`config.mk`:
```
export PLATFORM = sky130hd
export DESIGN_NAME = mem_access_stage
export DESIGN_NICKNAME = d
export VERILOG_FILES = /design/src/rtl/mem_access_stage.sv
export SDC_FILE = /design/constraint.sdc
export NUM_CORES = 1
export LEC_CHECK = 0
export CAP_MARGIN = 20
export CORE_MARGIN = 3
export CORE_UTILIZATION = 50
export CTS_BUF_LIST = sky130_fd_sc_hd__clkbuf_16
export DETAILED_ROUTE_END_ITERATION = 6
export DONT_BUFFER_PORTS = 1
export PLACE_DENSITY = 0.68
export SETUP_SLACK_MARGIN = 0.4
export SYNTH_ARGS = -nofsm -noshare
export SYNTH_HDL_FRONTEND = slang
export SYNTH_SLANG_ARGS = --single-unit
export TNS_END_PERCENT = 10
```
`constraint.sdc`:
```
create_clock -name clk -period 1.93 [get_ports clk]
set_clock_uncertainty 0.2 [all_clocks]
set_input_delay 0.193 -clock clk [delete_from_list [all_inputs] [get_ports clk]]
set_output_delay 0.193 -clock clk [all_outputs]
set_load 0.03 [all_outputs]
```
`src/rtl/mem_access_stage.sv`:
```
`timescale 1ns/1ps
// -----------------------------------------------------------------------------
// mem_access_stage
//
// MEM stage of an in-order pipeline. Holds one instruction coming from EX,
// waits for the data SRAM response owed by loads/stores, extracts and extends
// load data, and hands the finished instruction to WB. A flushed instruction
// that still has an SRAM response in flight leaves a "discard" credit behind
// so the stale response is dropped when it eventually arrives.
//
// Handshake: a transfer across a stage boundary happens on a rising clk edge
// when the producer's valid and the consumer's allowin are both high in that
// cycle. valid never depends on the consumer's allowin; allowin may depend on
// downstream allowin. flush blocks both the incoming and outgoing transfer.
//
// Ports
//   clk, resetn           clock (rising edge), asynchronous active-low reset
//   es2ms_valid / ms_allowin      EX -> MEM handshake
//   ms2ws_valid / ws_allowin      MEM -> WB handshake
//   es_pc, es_alu_result, es_mem_req, es_res_from_mem, es_ld_op,
//   es_res_from_mul, es_mul_result, es_gr_we, es_dest
//                         instruction fields from EX, latched on entry
//   data_sram_data_ok, data_sram_rdata   SRAM response (one-cycle pulse)
//   flush                 cancel the instruction held in MEM
//   ms_pc, ms_gr_we, ms_dest, ms_final_result   instruction to WB/forwarding
//   ms_fwd_ready          ms_final_result is usable for forwarding this cycle
// -----------------------------------------------------------------------------
module mem_access_stage #(
    parameter int PC_W   = 32,
    parameter int DEST_W = 5,
    parameter int DISC_W = 2
) (
    input  logic              clk,
    input  logic              resetn,
    input  logic              es2ms_valid,
    output logic              ms_allowin,
    output logic              ms2ws_valid,
    input  logic              ws_allowin,
    input  logic [PC_W-1:0]   es_pc,
    input  logic [31:0]       es_alu_result,
    input  logic              es_mem_req,
    input  logic              es_res_from_mem,
    input  logic [2:0]        es_ld_op,
    input  logic              es_res_from_mul,
    input  logic [31:0]       es_mul_result,
    input  logic              es_gr_we,
    input  logic [DEST_W-1:0] es_dest,
    input  logic              data_sram_data_ok,
    input  logic [31:0]       data_sram_rdata,
    input  logic              flush,
    output logic [PC_W-1:0]   ms_pc,
    output logic              ms_gr_we,
    output logic [DEST_W-1:0] ms_dest,
    output logic [31:0]       ms_final_result,
    output logic              ms_fwd_ready
);

    // Registered instruction fields
    logic              r_ms_valid;
    logic [PC_W-1:0]   r_pc;
    logic [31:0]       r_alu_result;
    logic              r_mem_req;
    logic              r_res_from_mem;
    logic [2:0]        r_ld_op;
    logic              r_res_from_mul;
    logic [31:0]       r_mul_result;
    logic              r_gr_we;
    logic [DEST_W-1:0] r_dest;

    // Response tracking
    logic              r_resp_got;
    logic [31:0]       r_resp_buf;
    logic [DISC_W-1:0] r_disc_cnt;

    logic              w_disc_zero;
    logic              w_pending;
    logic              w_resp_take;
    logic              w_stale;
    logic              w_disc_inc;
    logic              w_ready_go;
    logic              w_latch;
    logic [31:0]       w_resp_word;
    logic [7:0]        w_byte;
    logic [15:0]       w_half;
    logic [31:0]       w_load_val;

    assign w_disc_zero = (r_disc_cnt == '0);
    // The held instruction still owes an SRAM response.
    assign w_pending   = r_ms_valid & r_mem_req & ~r_resp_got;
    // While discard credits remain, every data_ok belongs to a flushed
    // instruction, so only a zero counter lets a response through.
    assign w_resp_take = data_sram_data_ok & w_disc_zero & w_pending;
    assign w_stale     = data_sram_data_ok & ~w_disc_zero;
    // A flush coincident with data_ok consumes that response, so no credit.
    assign w_disc_inc  = flush & w_pending & ~data_sram_data_ok
                         & (r_disc_cnt != {DISC_W{1'b1}});

    assign w_ready_go  = ~r_mem_req | r_resp_got | (data_sram_data_ok & w_disc_zero);
    assign ms_allowin  = ~r_ms_valid | (w_ready_go & ws_allowin);
    assign ms2ws_valid = r_ms_valid & w_ready_go & ~flush;
    assign w_latch     = es2ms_valid & ms_allowin;

    always_ff @(posedge clk or negedge resetn) begin
        if (!resetn) begin
            r_ms_valid <= 1'b0;
        end else if (flush) begin
            r_ms_valid <= 1'b0;
        end else if (ms_allowin) begin
            r_ms_valid <= es2ms_valid;
        end
    end

    always_ff @(posedge clk or negedge resetn) begin
        if (!resetn) begin
            r_pc           <= '0;
            r_alu_result   <= '0;
            r_mem_req      <= 1'b0;
            r_res_from_mem <= 1'b0;
            r_ld_op        <= '0;
            r_res_from_mul <= 1'b0;
            r_mul_result   <= '0;
            r_gr_we        <= 1'b0;
            r_dest         <= '0;
        end else if (w_latch) begin
            r_pc           <= es_pc;
            r_alu_result   <= es_alu_result;
            r_mem_req      <= es_mem_req;
            r_res_from_mem <= es_res_from_mem;
            r_ld_op        <= es_ld_op;
            r_res_from_mul <= es_res_from_mul;
            r_mul_result   <= es_mul_result;
            r_gr_we        <= es_gr_we;
            r_dest         <= es_dest;
        end
    end

    // The buffer keeps the response while WB stalls; a new instruction
    // entering always starts with no response.
    always_ff @(posedge clk or negedge resetn) begin
        if (!resetn) begin
            r_resp_got <= 1'b0;
            r_resp_buf <= '0;
        end else if (w_latch) begin
            r_resp_got <= 1'b0;
        end else if (w_resp_take && !flush) begin
            r_resp_got <= 1'b1;
            r_resp_buf <= data_sram_rdata;
        end
    end

    always_ff @(posedge clk or negedge resetn) begin
        if (!resetn) begin
            r_disc_cnt <= '0;
        end else if (w_stale) begin
            r_disc_cnt <= r_disc_cnt - 1'b1;
        end else if (w_disc_inc) begin
            r_disc_cnt <= r_disc_cnt + 1'b1;
        end
    end

    // Arrival cycle forwards the SRAM bus directly; afterwards the buffer.
    assign w_resp_word = r_resp_got ? r_resp_buf : data_sram_rdata;

    always_comb begin
        w_byte     = 8'h00;
        w_half     = 16'h0000;
        w_load_val = w_resp_word;
        case (r_alu_result[1:0])
            2'd0:    w_byte = w_resp_word[7:0];
            2'd1:    w_byte = w_resp_word[15:8];
            2'd2:    w_byte = w_resp_word[23:16];
            default: w_byte = w_resp_word[31:24];
        endcase
        // Misaligned halfword offsets only look at address bit 1.
        w_half = r_alu_result[1] ? w_resp_word[31:16] : w_resp_word[15:0];
        case (r_ld_op)
            3'd1:    w_load_val = {{24{w_byte[7]}}, w_byte};
            3'd2:    w_load_val = {{16{w_half[15]}}, w_half};
            3'd3:    w_load_val = {24'h000000, w_byte};
            3'd4:    w_load_val = {16'h0000, w_half};
            default: w_load_val = w_resp_word;
        endcase
    end

    assign ms_final_result = r_res_from_mem ? w_load_val :
                             r_res_from_mul ? r_mul_result : r_alu_result;
    assign ms_fwd_ready    = r_ms_valid & (~r_res_from_mem | w_ready_go);
    assign ms_pc           = r_pc;
    assign ms_gr_we        = r_ms_valid & r_gr_we;
    assign ms_dest         = r_dest;

    // A response with no owner and no discard credit means the SRAM and the
    // pipeline disagree about outstanding requests.
    a_no_orphan_data_ok: assert property (@(posedge clk) disable iff (!resetn)
        !(data_sram_data_ok && w_disc_zero && !w_pending));

endmodule

```
* After elaboration in Yosys (flattened, before gate mapping)
Cells that the tools add are included.
** Word-level totals
- Register bits after elaboration :: 144
- Bits of input ports :: 146
- Output and inout port bits :: 73
** Cells by class
- Add/subtract/negate cells :: 2
- Equality and inequality tests :: 7
- Muxes and demuxes :: 12
- Bitwise gates (word level) :: 26
- Reductions and logical operators :: 8
** Operator list (number)
- $pmux W32 S4 :: 1
- $mux W32 :: 3
- $pmux W8 S3 :: 1
- $mux W16 :: 1
- $and A1 B1 Y1 :: 14
- $not A1 Y1 :: 8
- $eq A3 B2 Y1 const B :: 2
- $reduce_bool A2 Y1 :: 3
- $logic_not A2 Y1 :: 2
- $mux W1 :: 4
- $mux W2 :: 2
- $or A1 B1 Y1 :: 4
- $eq A3 B1 Y1 const B :: 1
- $eq A3 B3 Y1 const B :: 1
- $add A2 B1 Y2 const B :: 1
- $eq A2 B1 Y1 const B :: 1
- $eq A2 B2 Y1 const B :: 1
- $ne A2 B2 Y1 const B :: 1
- $reduce_and A2 Y1 :: 1
- $sub A2 B1 Y2 const B :: 1
- $logic_and A1 B1 Y1 :: 1
- $logic_not A1 Y1 :: 1

* Longest topological paths before layout
Gate-level depths: netlist of run 1.
- Word-level depth :: 8
- Mapped depth :: 8

* Worst setup path before layout of run 1
OpenSTA, ideal clock, no wires.
- Path kind :: reg2out
- Start :: reg r_ld_op[2]
- End :: out ms_final_result[6]
- Arrival time :: 1914 ps
- Required time :: 1537 ps
- Slack :: -377 ps
- Stages on the path, launching flop included :: 6
- Buffers on the path :: 1
- Path through :: dfrtp_1 -> buf_2 -> xnor2_1 -> nor3_2 -> mux2_2 -> a31oi_1
** Between the ends
- Word-level cells in the longest chain between the ends :: 3
** Ends and longest elaborated chain
- start: declaration :: line 64 : logic [2:0] r_ld_op;
- start signal: assignment :: line 129 : r_ld_op <= es_ld_op;
- $eq A3 B3 Y1 (tied with other cells) :: line 176 : case (r_ld_op)
- $pmux W32 S4 * :: line 176
- $mux W32 * :: line 185 : assign ms_final_result = r_res_from_mem ? w_load_val :
- end: declaration :: line 54 : output logic [31:0] ms_final_result,
Mark *: on every way between the ends. The rest lies on a longest branch, timed or not.

* Worst setup path after layout of run 1
- Start :: reg r_resp_got
- End :: out ms_final_result[13]
** Between the ends
- Word-level cells in the longest chain between the ends :: 4
** Ends and longest elaborated chain
- start: declaration :: line 71 : logic r_resp_got;
- start signal: assignment :: line 141 : r_resp_got <= 1'b0;
- start signal: assignment :: line 144 : r_resp_got <= 1'b0;
- start signal: assignment :: line 146 : r_resp_got <= 1'b1;
- $mux W32 * :: line 162 : assign w_resp_word = r_resp_got ? r_resp_buf : data_sram_rdata;
- $pmux W8 S3 or $mux W16 (tied branches) :: line 168, 175
- $pmux W32 S4 * :: line 176
- $mux W32 * :: line 185
Marks and branches as above.

==> results of run 1 <==
[cells in the mapped netlist, drive strengths merged (3+ instances only)]
library cell	instances
o21ai	35
clkbuf	15
nand3	10
dfrtp	144
a31oi	3
o32a	24
o221ai	8
nand2	21
mux2	181
mux2i	23
a211oi	10
nor2	17
inv	4
buf	27
nand2b	20
a41oi	6
o22ai	7
o21a	3
nor2b	8
[worst paths after layout]
path | start | to | cells after the start
setup reg to reg | r_disc_cnt[0] | ms_pc[20] | 6
setup / recovery | r_resp_got | ms_final_result[13] | 5
hold reg to reg | r_resp_buf[5] | r_resp_buf[5] | 1
max in group asynchronous | resetn | r_ms_valid | 0
min in group clk | ws_allowin | r_ms_valid | 4
hold / removal | resetn | ms_pc[25] | 0
[what timing repair did]
item,CTS,global route
setup endpoints to repair,180,180
hold endpoints to repair,287,145
setup buffers,1,3
gates resized for setup,59,65
pin swaps,12,12
gates cloned,5,0
[area by class of cell]
| cell class | count | area [um^2] |
|---|---|---|
| Multi-Input combinational cell | 398 | 4217 |
| Sequential cell | 144 | 3608 |
| Fill cell | 795 | 2900 |
| Timing Repair Buffer | 259 | 2601 |
| Clock buffer | 17 | 425.4 |
| Tap cell | 180 | 225.2 |
| Clock inverter | 15 | 157.7 |
| Inverter | 4 | 15.01 |
[cell families (layout without fill, tap and decap cells)]
logic type	count (synthesis)	after routing	synth area share
DFF	144	144	0.4894
and+or+nand+nor	86	86	0.06236
buffers and inverters	46	295	0.03296
xor gates and xnor gates	1	1	0.001190
AOI/OAI and AO/OA	104	107	0.1055
muxes	204	204	0.3086
[registers in the layout, indices dropped and copies added, names as in the netlist]
name            flops
ms_pc              32
r_ms_valid          1
r_mem_req           1
r_mul_result       32
r_resp_buf         32
ms_dest             5
r_ld_op             3
r_res_from_mul      1
r_resp_got          1
r_res_from_mem      1
r_gr_we             1
r_alu_result       32
r_disc_cnt          2
[through the flow]
| stage | hold WS, ps | utilization | total power [mW] | TNS, ps |
|---|---|---|---|---|
| after floorplan | -302.6 | - | 6.446 | -6871 |
| after CTS | -752.0 | 0.7744 | 11.36 | -62180 |
| after global placement | -299.1 | 0.6089 | 7.504 | -44900 |
| after global routing | -760.3 | 0.7950 | 12.08 | -69570 |
| final | -737.1 | 0.7950 | 11.63 | -58100 |
| after detailed placement | -298.9 | 0.6089 | 7.614 | -51290 |
[per-layer routing]
metal / wire (um) / up-vias / share of wire
li1: - / 2680 / -
met1: 9190 / 3030 / 0.37
met2: 13100 / 258 / 0.53
met3: 1660 / 48 / 0.068
met4: 626 / 0 / 0.025
met5: 0 / - / 0
[power by group]
part           switching, mW  leakage [nW]  total, mW  internal [mW]
clock                   1.36         0.289       3.28           1.92
combinational           1.83          2.76       3.97           2.14
sequential             0.733          1.72       4.38           3.64
total                   3.92          4.77       11.6           7.71
==> key figures, run 1 <==
Outcome
  – Status: finished, violations left
  – Failing checks: negative hold slack, negative setup slack

Hold path
  – HP Class: in -> async

GRT
  – Vias in the first global route: ~6600
  – GRT overflow: 0
  – Initial antenna violation count: 0
  – M3 GR Usage: 0.07191
  – Gr busiest metal: met2
  – Total track usage: 0.2957
  – Pin count of the biggest net entering global routing: 145
  – Met1 Track Usage GR: 0.3444
  – Met2 usage in global routing: 0.5305
  – Global-route wire length before repair: around 37000 um

Route
  – First DRT Iteration DRCs: 480
  – Vias: 6016
  – Routed vias/inst: 5.915
  – Drt drc: 0
  – Drt first pass iters: 6
  – Final ANT Viol Nets: 0
  – Wirelength per Cell: around 24 um
  – Routed wire length: between 20000 and 25000 um

Yosys
  – Number of synthesis warnings: 0
  – Flops & latches, synth: around 140
  – Register area share after synthesis: 0.4894
  – Count of different cell masters after synthesis: 43
  – Synth async-reset ratio: 1.000
  – Post-synth top flop: dfrtp_1
  – Yosys top cell by area: dfrtp_1
  – Synth area leaders: dfrtp_1, mux2_2, o32a_1
  – Yosys top cell area share: 0.4894
  – EDFF count, synth: 0
  – Synthesized cell area: around 7400 um^2
  – Cell count after synthesis: around 600
  – Avg Synthesized Cell Area: between 10 and 15 um^2
  – Synth Net Count: about 730

Timing
  – Setup violators final: between 150 and 200
  – RSZ-0062 raised after global routing: yes
  – Min Tclk post-route: about 2700 ps
  – Slew at the pin with the worst max-slew slack: approximately 440 ps
  – Final period util: 1.398
  – Hold Vio Cnt, Final: 145
  – Worst setup margin: -768.1 ps
  – Final Max Tran Viols: 0
  – Slew headroom: 0.7021
  – Max Fclk: about 370 MHz
  – Hold WS: -737.1 ps

Die
  – Die area: ~16000 um^2
  – Row count: 43
  – IO Count: 219
  – Initial core utilization: 0.5204
  – Die width: approximately 130 um
  – Core ar.: 14150 um^2
  – Die Height: 127.4 um

Layout
  – Post-route cell area: 11250 um^2
  – Synth-to-layout area growth: 52.78%
  – Commonest non-fill, non-tap cell in the layout: dlygate4sd3_1
  – Final nets: 970
  – Commonest cells after routing, fill and taps aside: dlygate4sd3_1, dfrtp_1, mux2_2
  – Number of antenna diodes: 0
  – Fraction of layout cells with a size suffix above 1: 0.4671
  – Layout Cells excl Fill: 1017

Worst setup path
  – Crit Path Max Fanout: 7
  – R2R setup slack: -340 ps
  – CP max-delay cell: dfrtp_2
  – Crit start category: flop
  – Req. time, crit path: 1540 ps
  – CP bufs+invs: 1
  – Setup crit end kind: output pin
  – Critical path type: reg -> out
  – Crit path cell chain: mux2_4 -> o21a_4 -> o211a_4 -> o32a_1 -> buf_12
  – Crit path largest cell delay: 490 ps
  – Top Family by Delay on Critical Path: compound AO/OA/AOI/OAI gates
  – Arr. time, crit path: around 2300 ps

CTS
  – H-tree levels: 4
  – Clk slew on worst S/H paths: 60 ps
  – Bufs on Longest Clock Path: 2
  – Root Buffer Master: clkbuf_16
  – Hold-fix buffers at CTS: roughly 140
  – CTS sink count: 144
  – Worst-Skew Late Latency: approximately 420 ps
  – CTS tree: yes
  – CTS Buf Count: 17

Place
  – Placement Setup Slack: -475.3 ps
  – GP Congestion: about 0.91
  – Area post-placement: 8616 um^2
  – Post-DP HPWL: 14580 um
  – I/O Buffers: 0
  – Placed cell count: 833

Run
  – Max_cap viols: 0

Pwr
  – PwrDens: 1034 nW/um^2
  – Worst vdd ir: 0.7917 mV
  – Lkg Pwr: ~4.8 nW
Note: power is estimated with default switching activity, not from simulation.
==> run 2, diff against run 1 <==
CORE_ASPECT_RATIO = 0.8   (was default)
==> run 2 against run 1 <==
- the flow still finishes with violations (negative hold slack, negative setup slack)
- final cell count increased by 0.49%
- die area hardly changed
- power shrank 0.56%
- largest cell class unchanged
==> key figures, run 2 (same netlist as run 1, synthesis figures left out) <==
Outcome
  – Status: finished, violations left
  – Failing checks: negative hold slack, negative setup slack

Pwr
  – Lkg Pwr: 4.597 nW (-3.7%)
  – Worst vdd ir: 0.9147 mV (+16%)
  – PwrDens: 1037 nW/um^2 (+0.34%)

Route
  – First DRT Iteration DRCs: 462 (-3.8%)
  – Routed wire length: 24840 um (+1.1%)
  – Final ANT Viol Nets: 0 (unchanged)
  – Wirelength per Cell: 24.31 um (+0.58%)
  – Drt first pass iters: 5 (-1)
  – Routed vias/inst: 5.842 (-1.2%)
  – Vias: 5971 (-0.75%)
  – Drt drc: 0 (unchanged)

CTS
  – Hold-fix buffers at CTS: 143 (unchanged)
  – Bufs on Longest Clock Path: 2 (unchanged)
  – CTS Buf Count: 17 (unchanged)
  – Root Buffer Master: clkbuf_16
  – CTS sink count: 144 (unchanged)
  – H-tree levels: 4 (unchanged)
  – CTS tree: yes
  – Clk slew on worst S/H paths: 60 ps (about the same)
  – Worst-Skew Late Latency: 420 ps (about the same)

Timing
  – Setup_tns: -66230 ps (-8126 ps)
  – Hold Vio Cnt, Final: 145 (unchanged)
  – Min Tclk post-route: 2782 ps (+83.42 ps)
  – Hold WS: -738.2 ps (-1.109 ps)
  – Slew at the pin with the worst max-slew slack: 556.5 ps (+111.5 ps)
  – Worst setup margin: -851.5 ps (-83.42 ps)
  – Slew headroom: 0.6268 (-0.07530)
  – Setup violators final: 176 (unchanged)
  – RSZ-0062 raised after global routing: yes
  – Final Max Tran Viols: 0 (unchanged)
  – Max Fclk: 359.5 MHz (-3.0%)
  – Final period util: 1.441 (+0.04322)

Worst setup path
  – CP bufs+invs: 2 (+1)
  – Arr. time, crit path: 2390 ps (+80 ps)
  – Crit path cell chain: buf_12 -> mux2_4 -> o21a_4 -> o211a_4 -> o32a_1 -> buf_12
  – Reg2Reg Depth: 8 (+2)
  – Most common cell on crit path: buf_12
  – Req. time, crit path: 1540 ps (about the same)
  – Reg-to-reg endpoint: r_mul_result[22]
  – CP max-delay cell: dfrtp_2
  – Setup crit end kind: output pin
  – Crit path largest cell delay: 420 ps (-70 ps)
  – Top Family by Delay on Critical Path: compound AO/OA/AOI/OAI gates
  – Crit start category: flop
  – Critical path type: reg -> out
  – Crit Path Max Fanout: 6 (-1)
  – R2R Path Start: r_resp_got
  – R2R setup slack: -390 ps (-50 ps)

Die
  – Row count: 39 (-9.3%)
  – Die area: 16230 um^2 (about the same)
  – Die Height: 114.5 um (-10%)
  – Die width: 141.7 um (+11%)
  – Initial core utilization: 0.5133 (-0.007125)
  – Core ar.: 14350 um^2 (+1.4%)
  – IO Count: 219 (unchanged)

GRT
  – Initial antenna violation count: 0 (unchanged)
  – Global-route wire length before repair: 36690 um (+0.13%)
  – Pin count of the biggest net entering global routing: 145 (unchanged)
  – GRT overflow: 0 (unchanged)
  – Total track usage: 0.2991 (+0.003427)
  – Vias in the first global route: 6548 (-0.18%)

Layout
  – Fraction of layout cells with a size suffix above 1: 0.4606 (-0.006524)
  – Filler cells: 861 (+8.3%)
  – Synth-to-layout area growth: 51.40%
  – Commonest cells after routing, fill and taps aside: mux2_2, dlygate4sd3_1, dfrtp_1
  – Final nets: 973 (+0.31%)
  – Number of antenna diodes: 0 (unchanged)
  – Commonest non-fill, non-tap cell in the layout: mux2_2
  – Layout Cells excl Fill: 1022 (+0.49%)

Place
  – Post-DP HPWL: 15380 um (+5.5%)
  – GP Congestion: 0.8914 (-1.8%)
  – I/O Buffers: 0 (unchanged)
  – Placed cell count: 837 (+0.48%)

Hold path
  – HP Class: in -> async

Run
  – Max_cap viols: 0 (unchanged)
-- run 2: where the power goes --
group          leakage [nW]  switching, mW  total, mW  internal [mW]
registers              1.72          0.731       4.37           3.64
clock network         0.276           1.29       3.28           2.00
logic                  2.60           1.82       3.91           2.09
-- run 2: area by class of cell --
type / count / area, um^2 / share of cell area
Sequential cell: 144 / 3608 / 0.3237
Clock buffer: 17 / 425.4 / 0.03816
Tap cell: 184 / 230.2 / 0.02065
Timing Repair Buffer: 263 / 2678 / 0.2402
Multi-Input combinational cell: 397 / 4043 / 0.3626
Clock inverter: 13 / 148.9 / 0.01336
Inverter: 4 / 15.01 / 0.001347
-- run 2: worst max path at each step --
| stage | startpoint | end | slack [ps] | cells past startpoint |
|---|---|---|---|---|
| floorplan | r_resp_got | ms_final_result[21] | -240 | 6 |
| global placement | r_resp_got | ms_final_result[5] | -440 | 6 |
| detailed placement | r_resp_got | ms_final_result[5] | -490 | 7 |
| CTS | r_resp_got | ms_final_result[31] | -820 | 5 |
| global route | r_resp_got | ms_final_result[31] | -880 | 6 |
| finish | r_resp_got | ms_final_result[31] | -850 | 6 |
-- run 2: through the flow --
stage	cell area [um^2]	hold WS [ps]	util	worst slack, ps	total power, mW
6_report	11150	-738.2	0.7771	-851.5	11.56
5_1_grt	11150	-751.3	0.7771	-882.4	11.97
4_1_cts	10900	-753.7	0.7601	-824.9	11.36
3_5_place_dp	8633	-299.2	0.6018	-488.1	7.649
3_3_place_gp	8633	-298.8	0.6018	-440.8	7.540
2_1_floorplan	7605	-302.6	-	-241.4	6.446
-- run 2: metal layers --
layer | track usage | vias up | wire length (um)
li1 | - | 2675 | -
met1 | 0.3631 | 2981 | 9824
met2 | 0.4978 | 255 | 12250
met3 | 0.08601 | 60 | 1952
met4 | 0.1343 | 0 | 811
met5 | 0 | - | 0
-- run 2: what timing repair did --
action | 4_1_cts | 5_1_grt
pin swaps | 6 | 7
setup endpoints to repair | 179 | 180
gates cloned | 3 | 2
endpoints found under the hold margin | 287 | 145
setup buffers | 1 | 6
resized for setup | 49 | 25
==> run 3, diff against run 2 <==
PLACE_DENSITY = default   (was 0.68)
PLACE_DENSITY_LB_ADDON = 0.05   (was default)
==> run 3 against run 2 <==
- hold slack gained 4.6 ps
- clock power shrank 2%
- core utilization grew 0.51 points
- the flow still finishes with violations (negative hold slack, negative setup slack)
- critical endpoint is now ms_final_result[14]
- first-iteration DRC count shrank 21%
- non-clock buffer count is the same
- setup slack gained 96 ps
- sequential power is essentially flat
- largest cell class unchanged
- final cell count grew 0.29%
- via count grew 0.60%
- combinational power is essentially flat
- die area is the same
- critical path type unchanged
==> key figures, run 3 (same netlist as run 1, synthesis figures left out) <==
Outcome
  – Status: finished, violations left
  – Failing checks: negative hold slack, negative setup slack

CTS
  – CTS sink count: 144 (unchanged)
  – Clk slew on worst S/H paths: 60 ps (about the same)
  – CTS tree: yes
  – Bufs on Longest Clock Path: 2 (unchanged)
  – CTS Buf Count: 17 (unchanged)
  – Worst-Skew Late Latency: 420 ps (about the same)
  – Root Buffer Master: clkbuf_16
  – Hold-fix buffers at CTS: 143 (unchanged)
  – H-tree levels: 4 (unchanged)

Timing
  – Slew at the pin with the worst max-slew slack: 551.3 ps (-5.201 ps)
  – Final Max Tran Viols: 0 (unchanged)
  – Worst setup margin: -755.5 ps (+96.01 ps)
  – Final period util: 1.391 (-0.04975)
  – RSZ-0062 raised after global routing: yes
  – Min Tclk post-route: 2686 ps (-96.01 ps)
  – Hold WS: -733.6 ps (+4.584 ps)
  – Slew headroom: 0.6325 (+0.005706)
  – Max Fclk: 372.4 MHz (+3.6%)
  – Hold Vio Cnt, Final: 145 (unchanged)
  – Setup_tns: -54540 ps (+11680 ps)
  – Setup violators final: 175 (-0.57%)

Pwr
  – PwrDens: 1023 nW/um^2 (-1.4%)
  – Power consumption: 11.48 mW (-0.74%)
  – Lkg Pwr: 4.651 nW (+1.2%)
  – Worst vdd ir: 0.7113 mV (-22%)

Hold path
  – HP Class: in -> async

Layout
  – Filler cells: 895 (+3.9%)
  – Synth-to-layout area growth: 52.39%
  – Commonest non-fill, non-tap cell in the layout: mux2_2
  – Final nets: 974 (+0.10%)
  – Number of antenna diodes: 0 (unchanged)
  – Fraction of layout cells with a size suffix above 1: 0.4839 (+0.02333)
  – Commonest cells after routing, fill and taps aside: mux2_2, dlygate4sd3_1, dfrtp_1
  – Post-route cell area: 11220 um^2 (+0.65%)

Die
  – Die width: 141.7 um (unchanged)
  – Initial core utilization: 0.5133 (unchanged)
  – Die area: 16230 um^2 (unchanged)
  – IO Count: 219 (unchanged)
  – Core ar.: 14350 um^2 (unchanged)
  – Row count: 39 (unchanged)
  – Die Height: 114.5 um (unchanged)

GRT
  – Global-route wire length before repair: 35940 um (-2.0%)
  – Initial antenna violation count: 0 (unchanged)
  – Vias in the first global route: 6347 (-3.1%)
  – GRT overflow: 0 (unchanged)
  – Pin count of the biggest net entering global routing: 145 (unchanged)
  – Total track usage: 0.2908 (-0.008328)

Worst setup path
  – R2R Path Start: r_resp_got
  – Critical path type: reg -> out
  – Reg-to-reg endpoint: r_mul_result[12]
  – Crit start category: flop
  – R2R setup slack: -330 ps (+60 ps)
  – Setup crit end kind: output pin
  – Req. time, crit path: 1540 ps (about the same)
  – Crit Path Max Fanout: 6 (unchanged)
  – Reg2Reg Depth: 7 (-1)
  – Arr. time, crit path: 2290 ps (-100 ps)

Route
  – Routed wire length: 23570 um (-5.1%)
  – Vias: 6007 (+0.60%)
  – Wirelength per Cell: 22.99 um (-5.4%)
  – Routed vias/inst: 5.860 (+0.31%)
  – Drt first pass iters: 5 (unchanged)
  – Final ANT Viol Nets: 0 (unchanged)
  – Drt drc: 0 (unchanged)
  – First DRT Iteration DRCs: 365 (-21%)

Place
  – Post-DP HPWL: 14610 um (-5.0%)
  – GP Congestion: 0.8817 (-1.1%)
  – I/O Buffers: 0 (unchanged)
  – Area post-placement: 8593 um^2 (-0.46%)

Run
  – Max_cap viols: 0 (unchanged)
run 3: layout make-up:
type                            count  area [um^2]  area share
Tap cell                          184        230.2     0.02052
Timing Repair Buffer              263         2646      0.2358
Sequential cell                   144         3610      0.3217
Inverter                            4        15.01    0.001338
Clock inverter                     15        155.1     0.01383
Clock buffer                       17        425.4     0.03791
Multi-Input combinational cell    398         4139      0.3689
run 3: what timing repair did:
item	4_1_cts	5_1_grt
endpoints found under the setup margin	178	180
hold endpoints to repair	287	145
gates cloned	5	1
pin swaps	37	22
gates resized for setup	83	29
buffers inserted	3	6
run 3: routing by layer:
layer,share of wire,wire length [um],vias up,track usage
li1,-,-,2692,-
met1,0.42,9787,3015,0.3793
met2,0.49,11540,256,0.4773
met3,0.068,1612,44,0.07098
met4,0.027,625,0,0.1010
met5,0,0,-,0
run 3: power breakdown:
part           switching (mW)  internal (mW)
Combinational            1.82           2.09
Clock                    1.41           1.82
Sequential              0.698           3.64
run 3: how the worst max path moves through the flow:
stage               start             endpoint  slack, ps
5_1_grt        r_resp_got  ms_final_result[12]       -800
2_1_floorplan  r_resp_got  ms_final_result[21]       -240
6_report       r_resp_got  ms_final_result[14]       -760
3_5_place_dp   r_resp_got   ms_final_result[1]       -360
4_1_cts        r_resp_got  ms_final_result[13]       -740
3_3_place_gp   r_resp_got   ms_final_result[5]       -450
run 3: through the flow:
| step | utilization | std cells | worst slack [ps] |
|---|---|---|---|
| final | 0.7821 | 1025 | -755.5 |
| after global routing | 0.7821 | 1025 | -803.9 |
| after CTS | 0.7702 | 1018 | -744.3 |
| after detailed placement | 0.5990 | 835 | -363.8 |
| after floorplan | - | 585 | -241.4 |
| after global placement | 0.5990 | 835 | -446.5 |
run 3: critical path, stage by stage, from the launching register on:
cell	delay, ps
dfrtp_2	440
mux2_4	320
o21a_4	250
o211a_4	310
o32a_1	400
buf_12	160
